[src/rtl/instruction_fetch_if.sv]
// Purpose: fetch-stage bus bundle -- instruction-memory port, hazard/redirect
//          controls from ID/EX, and the IF/ID pipeline register outputs.
// Signals:
//   Address        fetch byte address (PC)          master -> slave
//   Instruction    memory read data for Address     slave  -> master
//   stall          hold PC and IF/ID                slave  -> master
//   id_redirect/id_target, ex_redirect/ex_target    slave  -> master
//   if_id_instr, if_id_pc_plus4, if_id_valid        master -> slave
//   irq / epc      interrupt request / saved PC (only with IF_EXCEPTION_EN)
// Macro: IF_EXCEPTION_EN adds the irq and epc signals.
interface instruction_fetch_if;
  logic [31:0] Address;
  logic [31:0] Instruction;
  logic        stall;
  logic        id_redirect;
  logic [31:0] id_target;
  logic        ex_redirect;
  logic [31:0] ex_target;
  logic [31:0] if_id_instr;
  logic [31:0] if_id_pc_plus4;
  logic        if_id_valid;
`ifdef IF_EXCEPTION_EN
  logic        irq;
  logic [31:0] epc;
`endif

  // Fetch unit side.
  modport master (
    output Address,
    input  Instruction,
    input  stall,
    input  id_redirect,
    input  id_target,
    input  ex_redirect,
    input  ex_target,
    output if_id_instr,
    output if_id_pc_plus4,
    output if_id_valid
`ifdef IF_EXCEPTION_EN
   ,input  irq,
    output epc
`endif
  );

  // Memory / pipeline side.
  modport slave (
    input  Address,
    output Instruction,
    output stall,
    output id_redirect,
    output id_target,
    output ex_redirect,
    output ex_target,
    input  if_id_instr,
    input  if_id_pc_plus4,
    input  if_id_valid
`ifdef IF_EXCEPTION_EN
   ,output irq,
    input  epc
`endif
  );
endinterface

[src/rtl/instruction_fetch.sv]
// Purpose: instruction fetch stage. Holds the PC, drives the instruction-memory
//          address and captures the fetched word into the IF/ID register.
// Ports:
//   clk    rising-edge clock
//   reset  asynchronous active-low reset
//   bus    instruction_fetch_if.master (Address/Instruction, stall,
//          ID/EX redirects, IF/ID outputs, optional irq/epc)
// Macro: IF_EXCEPTION_EN enables the external interrupt (irq -> vector
//        0x80000004, epc capture). Without it no exception logic exists.
module instruction_fetch (
  input  logic               clk,
  input  logic               reset,
  instruction_fetch_if.master bus
);
  localparam int unsigned XLEN = 32;
`ifdef IF_EXCEPTION_EN
  localparam logic [XLEN-1:0] IRQ_VECTOR = 32'h8000_0004;
`endif

  logic [XLEN-1:0] pc_q, pc_d;
  logic [XLEN-1:0] instr_q, instr_d;
  logic [XLEN-1:0] pc4_q, pc4_d;
  logic            valid_q, valid_d;
  logic [XLEN-1:0] pc_plus4;
`ifdef IF_EXCEPTION_EN
  logic [XLEN-1:0] epc_q, epc_d;
`endif

  // Wraps naturally at 32 bits.
  assign pc_plus4 = pc_q + XLEN'(4);

  // Next-state selection; the if-chain order encodes redirect priority.
  always_comb begin
    pc_d    = pc_q;
    instr_d = instr_q;
    pc4_d   = pc4_q;
    valid_d = valid_q;
`ifdef IF_EXCEPTION_EN
    epc_d   = epc_q;
    if (bus.irq) begin
      pc_d    = IRQ_VECTOR;
      instr_d = '0;
      valid_d = 1'b0;
      // Oldest unretired fetch: the IF/ID instruction if present, else the PC.
      epc_d   = valid_q ? (pc4_q - XLEN'(4)) : pc_q;
    end else
`endif
    if (bus.ex_redirect) begin
      // EX holds the older instruction, so it beats ID and stall.
      pc_d    = {bus.ex_target[XLEN-1:2], 2'b00};
      instr_d = '0;
      valid_d = 1'b0;
    end else if (bus.id_redirect && !bus.stall) begin
      // A stalled ID re-presents its redirect, so only act when not stalled.
      pc_d    = {bus.id_target[XLEN-1:2], 2'b00};
      instr_d = '0;
      valid_d = 1'b0;
    end else if (!bus.stall) begin
      pc_d    = pc_plus4;
      instr_d = bus.Instruction;
      pc4_d   = pc_plus4;
      valid_d = 1'b1;
    end
  end

  // PC and IF/ID registers.
  always_ff @(posedge clk or negedge reset) begin
    if (!reset) begin
      pc_q    <= '0;
      instr_q <= '0;
      pc4_q   <= '0;
      valid_q <= 1'b0;
`ifdef IF_EXCEPTION_EN
      epc_q   <= '0;
`endif
    end else begin
      pc_q    <= pc_d;
      instr_q <= instr_d;
      pc4_q   <= pc4_d;
      valid_q <= valid_d;
`ifdef IF_EXCEPTION_EN
      epc_q   <= epc_d;
`endif
    end
  end

  assign bus.Address        = pc_q;
  assign bus.if_id_instr    = instr_q;
  assign bus.if_id_pc_plus4 = pc4_q;
  assign bus.if_id_valid    = valid_q;
`ifdef IF_EXCEPTION_EN
  assign bus.epc            = epc_q;
`endif

endmodule

[src/flat_wrapper.sv]
// flat-port wrapper written by rule: the top's interface ports become plain ports
module instruction_fetch_flat 
  (clk, reset, bus_Address, bus_Instruction, bus_stall, bus_id_redirect, bus_id_target, bus_ex_redirect, bus_ex_target, bus_if_id_instr, bus_if_id_pc_plus4, bus_if_id_valid);
  instruction_fetch_if bus_i ();
  input  logic clk;
  input  logic reset;
  output wire logic [$bits(bus_i.Address)-1:0] bus_Address;
  input wire logic [$bits(bus_i.Instruction)-1:0] bus_Instruction;
  input wire logic [$bits(bus_i.stall)-1:0] bus_stall;
  input wire logic [$bits(bus_i.id_redirect)-1:0] bus_id_redirect;
  input wire logic [$bits(bus_i.id_target)-1:0] bus_id_target;
  input wire logic [$bits(bus_i.ex_redirect)-1:0] bus_ex_redirect;
  input wire logic [$bits(bus_i.ex_target)-1:0] bus_ex_target;
  output wire logic [$bits(bus_i.if_id_instr)-1:0] bus_if_id_instr;
  output wire logic [$bits(bus_i.if_id_pc_plus4)-1:0] bus_if_id_pc_plus4;
  output wire logic [$bits(bus_i.if_id_valid)-1:0] bus_if_id_valid;
  assign bus_Address = bus_i.Address;
  assign bus_i.Instruction = bus_Instruction;
  assign bus_i.stall = bus_stall;
  assign bus_i.id_redirect = bus_id_redirect;
  assign bus_i.id_target = bus_id_target;
  assign bus_i.ex_redirect = bus_ex_redirect;
  assign bus_i.ex_target = bus_ex_target;
  assign bus_if_id_instr = bus_i.if_id_instr;
  assign bus_if_id_pc_plus4 = bus_i.if_id_pc_plus4;
  assign bus_if_id_valid = bus_i.if_id_valid;
  instruction_fetch u_core (.clk(clk), .reset(reset), .bus(bus_i));
endmodule
[config.mk]
export PLATFORM = sky130hd
export DESIGN_NAME = instruction_fetch_flat
export DESIGN_NICKNAME = d
export VERILOG_FILES = /design/src/rtl/instruction_fetch_if.sv /design/src/rtl/instruction_fetch.sv /design/src/flat_wrapper.sv
export SDC_FILE = /design/constraint.sdc
export NUM_CORES = 1
export LEC_CHECK = 0
export CAP_MARGIN = 25
export CORE_ASPECT_RATIO = 1.4
export CORE_UTILIZATION = 40
export DETAILED_ROUTE_END_ITERATION = 6
export PLACE_DENSITY = 0.74
export SLEW_MARGIN = 10
export SYNTH_ARGS = -nofsm -noshare
export SYNTH_HDL_FRONTEND = slang
export SYNTH_SLANG_ARGS = --single-unit
[constraint.sdc]
create_clock -name clk -period 2.6 [get_ports clk]
set_input_delay 0.52 -clock clk [delete_from_list [all_inputs] [get_ports clk]]
set_output_delay 0.52 -clock clk [all_outputs]
set_load 0.01 [all_outputs]
==> metrics <==
synthesized area per cell ~9.7 sq um; initial antenna violation count 0; Synth Area in Compound Gates a little over a fifth; prevailing post-synth register cell dfrtp_1; vias between 4000 and 5000; Final period util between 80% and 90%; Via density 5.54; Reg2Reg Depth 6; Async SR Flop Fraction 100%; largest family of logic cells by synthesized area compound AO/OA/AOI/OAI gates; Critical Path RT approximately 2800 ps; crit path capture type register; GPL Wtd Cong slightly below 0.9; FF-to-FF Start u_core.bus.Address[3]$_DFFE_PN0P_; post-synth cell types 60; Die Wd around 94 um; Hold Path Class input port to asynchronous set/reset pin; fmax 0.475 GHz; Leak Pwr between 2 and 3 nW; CTS tree built; CP Launch Point u_core.bus.Address[3]$_DFFE_PN0P_; Tmin final 2100 ps; share of cells above drive strength 1 8.66%; worst r2r dst u_core.bus.Address[22]$_DFFE_PN0P_; first-pass GRT wire length approximately 23000 um; antenna viol nets, final 0; post-synthesis mux area share 1.50%; Post-route DRC 0; Adder-Cell Fraction of Synth Area less than 1%; largest net degree at the start of global routing 55; core area about 11000 sq um; Die Span Y around 130 um; Port Buffers about 190; Relative slew margins between 60% and 70%; P&R area growth vs syn 50.4%; post-detail-place hpwl between 10000 and 15000 um; Synth Area in XOR/XNOR ~5.0%; cts repair resizes 0; Worst-Margin Slew 500 ps; Critical Path AT 2320 ps; Clock Tree Buf Depth 2; post-synthesis simple-gate area fraction around 18%; startpoint types register; maxcap violations 0; CP Max Fanout 8; Cells after Synth roughly 490; Post-synth EDFFs 0; CTS H-tree depth 3; RSZ-0062 raised after global routing false; drt total wl 14700 um; Final setup viols 0; grt ovf 0; Final Hold Vio Count 0; fin. max-slew vios 0; Worst-path clk slew 70 ps; Clock Skew around 8.3 ps; worst ir drop on vdd 0.000335 V; worst setup path class register to register; Final nets 778; Clock Sinks 93; Root Buffer clkbuf_16; r2r setup slk 500 ps; vias in the first global route 4501; post-cts hold buffer count 0; Die ar. about 12000 sq um; Synthesis Warnings 0; GRT Overall Usage 24.7%; Initial Util 41.5%; register area share after synthesis roughly half; Rows 46; outcome completed; pwr dens between 500 and 600 nW/um^2; Num CTS Buffers 9; Fin Setup TNS 0 ps; Mapped Area 4750 sq um; Routed wire per std cell ~18 um; Initial DRC Count just under 400; total setup buffers inserted after CTS 0; fin util between 60% and 70%; I/O pins between 150 and 200; Detailed Routing Iterations Pass 1 5; register bit total from synthesis 93; Inserted Diodes 0; worst-skew pair later-pin latency 340 ps
==> through the flow <==
| step | hold WS (ps) | instances | area (sq um) | power (mW) | setup WS, ps |
|---|---|---|---|---|---|
| 2_1_floorplan | 224 | 495 | 4760 | 2.19 | 648 |
| 3_3_place_gp | 461 | 809 | 6830 | 2.80 | 365 |
| 3_5_place_dp | 469 | 809 | 6830 | 2.82 | 300 |
| 4_1_cts | 157 | 825 | 7150 | 4.22 | 504 |
| 5_1_grt | 184 | 825 | 7150 | 4.38 | 332 |
| 6_report | 144 | 825 | 7150 | 4.19 | 496 |
==> per-layer routing <==
layer	global-route usage, %	vias up	wire (um)
met3	6.31	32	958
met2	43.0	190	7650
met5	0	-	0
met4	9.77	0	424
met1	28.9	2198	5710
li1	-	2150	-
==> critical path, stage by stage (launching register included) <==
cell and delay [ps]:
dfrtp_1 410, ha_1 210, nand3_2 220, nor4_4 560, nand3_1 200, xor2_1 220
o221ai_1 150
==> power breakdown <==
| group | switching, mW | internal [mW] |
|---|---|---|
| Combinational | 0.447 | 0.584 |
| Sequential | 0.160 | 1.61 |
| Clock | 0.567 | 0.828 |
| Total | 1.17 | 3.02 |
==> placed cells by master, fill, tap and decap left out, types with 8 or more instances in the layout <==
cell and n:
nor2_1 30, clkbuf_16 9, and3_1 8, clkdlybuf4s50_1 187, nand3_1 10, a21oi_1 22, xor2_1 13, xnor2_1 14
nand4_1 11, buf_4 23, a22o_1 35, o21ai_0 42, dfrtp_1 93, nand2_1 64, inv_1 8
==> final cells by class <==
type / instances / area [sq um]
clock buffer: 12 / 267
clock inverter: 4 / 53.8
fill: 1014 / 4300
inverter: 8 / 30.0
multi-input combinational: 351 / 2200
sequential: 93 / 2330
tap: 144 / 180
timing repair buffer: 213 / 2090
==> synth_stat cells, types with 8 or more instances <==
cell type	instances	area share, %
nor3_1	8	0.84
and3_1	8	1.1
nor2_1	31	2.4
a21oi_1	22	2.3
nand2_1	64	5.1
dfrtp_1	93	49
o21ai_0	42	4.4
xnor2_1	14	2.6
a22o_1	35	6.4
nand3_1	11	1.2
inv_1	8	0.63
clkbuf_1	25	2.0
nand4_1	11	1.4
xor2_1	13	2.4
==> registers in the layout, summed over array words and instances (netlist names) <==
register                   count
u_core.bus.Address            30
u_core.bus.if_id_instr        32
u_core.bus.if_id_pc_plus4     30
u_core.bus.if_id_valid         1
==> logic make-up (layout without fill, tap and decap cells) <==
group	after synthesis	in the layout
compound gates	151	151
xor+xnor	27	27
fa+ha+maj	1	1
buf+inv	51	237
flops	93	93
mux	7	7
other cells	1	4
simple gates	161	161
==> worst max-delay path by stage <==
stage                                               endpoint  slack, ps  cells after the start
after floorplan           u_core.bus.Address[20]$_DFFE_PN0P_        650                      6
after global placement    u_core.bus.Address[21]$_DFFE_PN0P_        360                      8
after detailed placement  u_core.bus.Address[21]$_DFFE_PN0P_        300                      8
after CTS                 u_core.bus.Address[20]$_DFFE_PN0P_        500                      6
after global routing      u_core.bus.Address[22]$_DFFE_PN0P_        330                      6
final                     u_core.bus.Address[22]$_DFFE_PN0P_        500                      6
(Power assumes the default switching activity.)
